[src/rtl/imem_fetch_arbiter.sv]
// imem_fetch_arbiter: round-robin sharing of a byte-wide sync-read ROM port, assembling big-endian 32-bit words.
// Optional misaligned-request rejection is enabled by defining IMEM_ALIGN_CHECK_EN.
module imem_fetch_arbiter #(
    parameter int ADDRESS_WIDTH = 32,
    parameter int DATA_WIDTH    = 8
) (
    input  logic                      clk,
    input  logic                      rst_n,
    input  logic                      req0_valid,
    input  logic [ADDRESS_WIDTH-1:0]  req0_addr,
    output logic                      req0_ready,
    output logic                      rsp0_valid,
    input  logic                      rsp0_ready,
    output logic [4*DATA_WIDTH-1:0]   rsp0_data,
    input  logic                      req1_valid,
    input  logic [ADDRESS_WIDTH-1:0]  req1_addr,
    output logic                      req1_ready,
    output logic                      rsp1_valid,
    input  logic                      rsp1_ready,
    output logic [4*DATA_WIDTH-1:0]   rsp1_data,
    output logic                      rsp_err,
    output logic                      mem_en,
    output logic [ADDRESS_WIDTH-1:0]  mem_addr,
    input  logic [DATA_WIDTH-1:0]     mem_rdata,
    output logic                      busy
);
    typedef enum logic [1:0] {IDLE, READ, RESP} state_t;
    state_t state, state_nx;
    logic [ADDRESS_WIDTH-1:0] addr;
    logic [3:0][DATA_WIDTH-1:0] word;
    logic [2:0] k;
    logic owner, last, err, gnt1, accept, misaligned, rsp_fire;
    assign gnt1 = req1_valid && (!req0_valid || !last);
    assign accept = req0_ready || req1_ready;
`ifdef IMEM_ALIGN_CHECK_EN
    assign misaligned = (gnt1 ? req1_addr[1:0] : req0_addr[1:0]) != 2'b00;
`else
    assign misaligned = 1'b0;
`endif
    assign rsp0_data = word;
    assign rsp1_data = word;
    assign rsp_err = err;
    assign busy = state != IDLE;
    always_ff @(posedge clk or negedge rst_n)
        if (!rst_n) state <= IDLE;
        else state <= state_nx;
    always_comb begin
        state_nx = state;
        req0_ready = 1'b0;
        req1_ready = 1'b0;
        rsp0_valid = 1'b0;
        rsp1_valid = 1'b0;
        rsp_fire = 1'b0;
        mem_en = 1'b0;
        mem_addr = '0;
        case (state)
            IDLE: begin
                req0_ready = rst_n && req0_valid && !gnt1;
                req1_ready = rst_n && gnt1;
                if (req0_valid || req1_valid) state_nx = misaligned ? RESP : READ;
            end
            READ: begin
                mem_en = !k[2];
                mem_addr = mem_en ? addr + ADDRESS_WIDTH'(k[1:0]) : '0;
                if (k[2]) state_nx = RESP;
            end
            RESP: begin
                rsp0_valid = !owner;
                rsp1_valid = owner;
                rsp_fire = owner ? rsp1_ready : rsp0_ready;
                if (rsp_fire) state_nx = IDLE;
            end
            default: state_nx = IDLE;
        endcase
    end
    // k counts issued reads; the byte for read k-1 arrives while k is 1..4 and lands in lane 3-(k-1)
    always_ff @(posedge clk or negedge rst_n)
        if (!rst_n) begin
            addr <= '0;
            word <= '0;
            k <= '0;
            owner <= 1'b0;
            last <= 1'b1;
            err <= 1'b0;
        end else begin
            if (accept) begin
                addr <= gnt1 ? req1_addr : req0_addr;
                owner <= gnt1;
                last <= gnt1;
                k <= '0;
                err <= misaligned;
                if (misaligned) word <= '0;
            end else if (state == READ) begin
                k <= k + 3'd1;
                if (k != 3'd0) word[2'd0 - k[1:0]] <= mem_rdata;
            end
            if (rsp_fire) err <= 1'b0;
        end
endmodule
[config.mk]
export PLATFORM = sky130hd
export DESIGN_NAME = imem_fetch_arbiter
export DESIGN_NICKNAME = d
export VERILOG_FILES = /design/src/rtl/imem_fetch_arbiter.sv
export SDC_FILE = /design/constraint.sdc
export NUM_CORES = 1
export LEC_CHECK = 0
export ABC_AREA = 1
export CAP_MARGIN = 25
export CORE_ASPECT_RATIO = 0.5
export CORE_MARGIN = 5
export CORE_UTILIZATION = 37
export CTS_BUF_LIST = sky130_fd_sc_hd__clkbuf_2 sky130_fd_sc_hd__clkbuf_4 sky130_fd_sc_hd__clkbuf_8
export DETAILED_ROUTE_END_ITERATION = 12
export GPL_ROUTABILITY_DRIVEN = 1
export HOLD_SLACK_MARGIN = 0.15
export PLACE_DENSITY = 0.73
export SKIP_LAST_GASP = 1
export SLEW_MARGIN = 20
export SYNTH_ARGS = -nofsm -noshare
export SYNTH_HDL_FRONTEND = slang
export SYNTH_SLANG_ARGS = --single-unit
[constraint.sdc]
create_clock -name clk -period 1.9 [get_ports clk]
set_clock_uncertainty 0.1 [all_clocks]
set_input_delay 0.285 -clock clk [delete_from_list [all_inputs] [get_ports clk]]
set_output_delay 0.285 -clock clk [all_outputs]
set_load 0.1 [all_outputs]
==> results_dict.tcl, run 1 <==
set metrics [dict create \
    synth_most_common_cell "nand2_1" \
    yosysSeqAreaShare_pct 39.3 \
    slew_headroom_pct 40.6 \
    rsz0062_at_grt "yes" \
    crit_arrival_ns 2.17 \
    boundaryPins 181 \
    wirelength_mm 17.1 \
    yosysTopAreaCell "dfrtp_1" \
    final_layout_size_suffix_gt1_share_pct 37.2 \
    htree_levels 3 \
    start_kind "flop" \
    die_x_um 166 \
    synth.distinct_cells 30 \
    portBuffers 179 \
    ys_top_cells_by_count "nand2_1, nor2_1, dfrtp_1" \
    cts-buffers-inserted 9 \
    gp_congestion 0.909 \
    synth_xor_area_share_pct 0.193 \
    clock_sinks 71 \
    grt_pass1_vias 5204 \
    dieArea_mm2 0.0147 \
    setup_viol_count_final 34 \
    drt_first_pass_iters 6 \
    required_ns 1.51 \
    final_hold_viol_count 0 \
    crit_path_end_kind "output pin" \
    register_area_mm2 0.00178 \
    overflow 0 \
    synth_top_family_by_area "simple AND/OR/NAND/NOR gates" \
    synth-compound-area-share_pct 12.7 \
    synth_top_area_share_pct 38.7 \
    synth_flop_cell "dfrtp_1" \
    fin_nets 952 \
    period_needed_ns 2.56 \
    cts_buffer_depth 2 \
    vias_per_cell 5.01 \
    synthesis.nets 733 \
    synth_area_per_cell_um2 7.00 \
    antenna_left 0 \
    wl_per_cell_um 16.5 \
    grt_use_total_pct 22.0 \
    ys_top_cells_by_area "dfrtp_1, nand2_1, nor2_1" \
    row_count 28 \
    preCtsSetupSlack_ns -0.269 \
    grt_pass1_wl_mm 26.4 \
    hold_path_class "in2reg" \
    outcome "finished with violations" \
    worstSkewPairLatency_ns 0.35 \
    ys_ff_latch 71 \
    final_util_pct 73.4 \
    synth_warnings 0 \
    cap_violations 0 \
    grt_max_degree 72 \
    period_share_pct 134 \
    cts_root_buf "clkbuf_8" \
    worst_pin_slew_ns 0.891 \
    area_delta_synth_final_pct 93.0 \
    syn_area_mm2 0.00453 \
    finalMaxSlewViolations 0 \
    clk_pin_slew_ns 0.08 \
    violations "negative setup slack" \
    num_vias 5186 \
    core_area_mm2 0.0119 \
    async_flop_share_pct 100 \
    multi_input_area_mm2 0.00280 \
    synth_edf_count 0 \
    diodes 0 \
    path_max_fanout 7 \
    final.setup.worst_slack_ns -0.655 \
    yosys.area_share.adder_pct 2.38 \
    synthSimpleGateAreaFrac_pct 32.0 \
    cts_tree "done" \
    synthMuxAreaShare_pct 0 \
    start_util_pct 38.0 \
    chipHeight_um 88.2 \
    drt_iter0_markers 324 \
    grt_antenna_before_repair 0 \
    drc 0 \
    synth_cells 647 \
    critical_path_class "reg2out" \
    hpwl_mm 12.8 \
    fillerInstances 808 \
    fmax_ghz 0.391 \
]
cell usage in the layout, fill, tap and decap left out, types with 2 or more instances in the layout:
master,netlist,final
clkbuf_8,0,9
a21oi_1,23,7
dfrtp_1,70,68
nand3_1,14,5
nor2_4,6,34
o21ai_4,0,3
nand3b_1,2,2
nor2_2,2,9
ha_1,7,5
buf_2,4,2
buf_4,34,58
nor2_1,108,75
ha_4,0,2
a21oi_4,1,14
a21oi_2,0,3
inv_6,0,3
a31oi_1,33,33
inv_1,54,49
nand3_2,0,8
clkdlybuf4s50_1,0,76
o21ai_1,31,35
nand2_1,202,182
dfrtp_2,0,2
nand2_4,0,11
nand4_1,5,5
buf_12,0,108
buf_6,8,13
nand2_2,11,20
o21ai_2,1,5
clkinvlp_4,0,3
inv_2,4,4
inv_4,0,3
per-stage QoR:
step                      hold slack, ns  TNS, ns  std cells  cell area (um^2)
after floorplan                   -0.111    -8.89        647              4980
after global placement             0.355    -3.37       1000              8080
after detailed placement           0.376    -4.40       1000              8080
after CTS                          0.281   -16.11       1025              8510
after global routing               0.271   -19.73       1036              8740
final                              0.261   -17.05       1036              8740
critical path, stage by stage, from the launching register on:
cell and delay (ns):
dfrtp_1 0.40, ha_4 0.16, fa_2 0.23, nand2_4 0.06
nor2_4 0.12, nand2_4 0.08, nor2_4 0.21, nand3_2 0.11
nand2_1 0.09, nand2_2 0.06, nor2_4 0.12, buf_12 0.18
area by class of cell:
class	instances	share of cell area [%]
multi-input cells	468	32.0
well taps	165	2.36
clock inverters	6	0.773
inverters	58	2.68
flip-flops and latches	71	20.4
clock buffers	10	1.50
repair buffers	258	40.3
logic make-up (layout without fill, tap and decap cells):
kind of cell / count (synthesis) / after routing
xor+xnor: 1 / 1
flops: 71 / 71
fa+ha+maj: 8 / 8
other cells: 1 / 1
simple gates: 353 / 355
compound gates: 103 / 103
buf+inv: 110 / 332
final timing paths:
| check | slack, ns | endpoint | startpoint | cells past startpoint |
|---|---|---|---|---|
| worst max-delay path | -0.66 | mem_addr[20] | addr[0]$_DFFE_PN0P_ | 11 |
| worst min-delay path | 0.26 | last$_DFFE_PN1P_ | rst_n | 5 |
| worst max register to register | 0.11 | rsp0_data[30]$_DFFE_PN0P_ | k[0]$_DFFE_PN0P_ | 7 |
| worst min register to register | 0.38 | last$_DFFE_PN1P_ | last$_DFFE_PN1P_ | 2 |
| max in group asynchronous | 0.46 | k[1]$_DFFE_PN0P_ | rst_n | 3 |
| min in group asynchronous | 0.60 | addr[23]$_DFFE_PN0P_ | rst_n | 3 |
what timing repair did:
item                                   4_1_cts  5_1_grt
hold buffers                                 1        0
setup endpoints to repair                   33       36
pin swaps                                   26       22
endpoints found under the hold margin       70        0
gates resized for setup                     43       32
setup buffers                                6       13
cloned                                       2        0
registers in the layout, indices dropped and copies added (netlist names):
| signal | flops |
|---|---|
| addr | 32 |
| k | 3 |
| last | 1 |
| owner | 1 |
| rsp0_data | 32 |
| state | 2 |
layer usage:
metal	global-route usage [%]	vias up	share of wire [%]
met1	26.6	2468	42
met4	6.16	0	2.2
met3	4.15	34	5.4
li1	-	2463	-
met2	41.2	221	51
met5	0	-	0
Power of run 1 is left out: the tool's default activity adds up to more than one toggle a clock period on the data nets, which glitch-free logic cannot reach.
==> run 2: changes to the inputs <==
--- a/config.mk
+++ b/config.mk
@@ -15,6 +15,8 @@
 export GPL_ROUTABILITY_DRIVEN = 1
 export HOLD_SLACK_MARGIN = 0.15
 export PLACE_DENSITY = 0.73
+export RECOVER_POWER = 25
+export REMOVE_ABC_BUFFERS = 1
 export SKIP_LAST_GASP = 1
 export SLEW_MARGIN = 20
 export SYNTH_ARGS = -nofsm -noshare
==> results_dict.tcl, run 2 (synthesis results as in run 1) <==
set metrics [dict create \
    worstSkewPairLatency_ns 0.36 \
    diodes 0 \
    cts_root_buf "clkbuf_8" \
    cts-buffers-inserted 9 \
    grt_pass1_vias 5099 \
    path_max_fanout 3 \
    violations "negative setup slack" \
    reg2regPathDepth 9 \
    row_count 28 \
    required_ns 1.51 \
    final_common_cell "nand2_1" \
    most-common-layout-cells "nand2_1, nor2_1, clkdlybuf4s50_1, dfrtp_1, buf_4" \
    final.setup.worst_slack_ns -0.852 \
    core_area_mm2 0.0119 \
    fin_cells 1038 \
    fin_nets 955 \
    crit_path_end_kind "output pin" \
    tns_ns -20.86 \
    period_needed_ns 2.75 \
    slew_headroom_pct 35.9 \
    grt_max_degree 72 \
    cts_buffer_depth 2 \
    boundaryPins 181 \
    overflow 0 \
    cap_violations 0 \
    hold_path_class "in2reg" \
    chipHeight_um 88.2 \
    wl_per_cell_um 15.8 \
    crit_arrival_ns 2.37 \
    start_util_pct 38.0 \
    rsz0062_at_grt "yes" \
    cts_tree "done" \
    critical_path_class "reg2out" \
    period_share_pct 145 \
    final_util_pct 64.7 \
    dieArea_mm2 0.0147 \
    hold-path-cell-count 5 \
    portBuffers 179 \
    fillerInstances 989 \
    worst_pin_slew_ns 0.961 \
    start_kind "flop" \
    setup_viol_count_final 34 \
    antenna_left 0 \
    finalMaxSlewViolations 0 \
    num_vias 5072 \
    drt_iter0_markers 266 \
    htree_levels 3 \
    final_layout_size_suffix_gt1_share_pct 32.3 \
    clk_pin_slew_ns 0.08 \
    outcome "finished with violations" \
    grt_antenna_before_repair 0 \
    clock_sinks 71 \
    vias_per_cell 4.89 \
    fmax_ghz 0.363 \
    area_delta_synth_final_pct 70.3 \
    hpwl_mm 12.0 \
    hold_slack_ns 0.238 \
    wirelength_mm 16.4 \
    grt_pass1_wl_mm 25.5 \
    final_hold_viol_count 0 \
    die_x_um 166 \
    drt_first_pass_iters 5 \
    gp_congestion 0.939 \
    grt_use_total_pct 21.6 \
    dp.cells 1002 \
    drc 0 \
]
-- run 2: cell types whose count changed in the layout (fill, tap and decap cells not counted), moves of 12 or more --
cell      before  now
nand2_2       20    8
nand2_1      182  196
nor2_2         9   21
buf_12       108   58
a21oi_4       14    2
clkbuf_2       0   45
nor2_4        34   13
-- run 2: per-stage QoR --
stage | setup WS, ns | cell area (um^2)
after floorplan | -1.92 | 4140
after global placement | -0.356 | 7670
after detailed placement | -0.448 | 7670
after CTS | -0.737 | 8050
after global routing | -0.988 | 7710
final | -0.852 | 7710
-- run 2: worst max-delay path, cell delays in order (launching register included) --
cell       delay, ns
dfrtp_1         0.42
ha_4            0.18
buf_4           0.13
buf_6           0.10
buf_6           0.11
nand3_4         0.08
nand2_4         0.07
buf_6           0.12
nand3_4         0.07
buf_4           0.13
o21ai_0         0.09
a21oi_1         0.23
clkbuf_16       0.25
-- run 2: routing by layer --
layer	share of wire [%]	routed length (um)	global-route usage (%)
met1	41	6660	25.3
met2	49	8090	38.6
met3	7.5	1230	7.76
met4	2.3	379	5.72
met5	0	0	0
-- run 2: final cells by class --
type,instances,area (um^2),area share [%]
inverters,58,228,2.95
clock buffers,9,124,1.61
multi-input cells,466,2420,31.4
repair buffers,263,2880,37.3
flip-flops and latches,71,1780,23.1
well taps,165,206,2.68
clock inverters,6,71.3,0.925
-- run 2: path summary, 6_finish.rpt --
kind,start,to,slack [ns]
setup / recovery,k[0]$_DFFE_PN0P_,mem_addr[9],-0.85
hold / removal,rst_n,last$_DFFE_PN1P_,0.24
setup reg to reg,k[0]$_DFFE_PN0P_,rsp0_data[29]$_DFFE_PN0P_,0.06
hold reg to reg,last$_DFFE_PN1P_,last$_DFFE_PN1P_,0.37
max in group asynchronous,rst_n,addr[29]$_DFFE_PN0P_,0.41
min in group asynchronous,rst_n,rsp0_data[1]$_DFFE_PN0P_,0.67
-- run 2: timing repair --
item	in CTS	in global routing
cloned	0	2
buffers inserted	5	14
hold buffers	1	0
setup endpoints to repair	33	51
resized for setup	48	50
pin swaps	16	19
hold endpoints to repair	70	0
Power of run 2 is left out for the same reason.
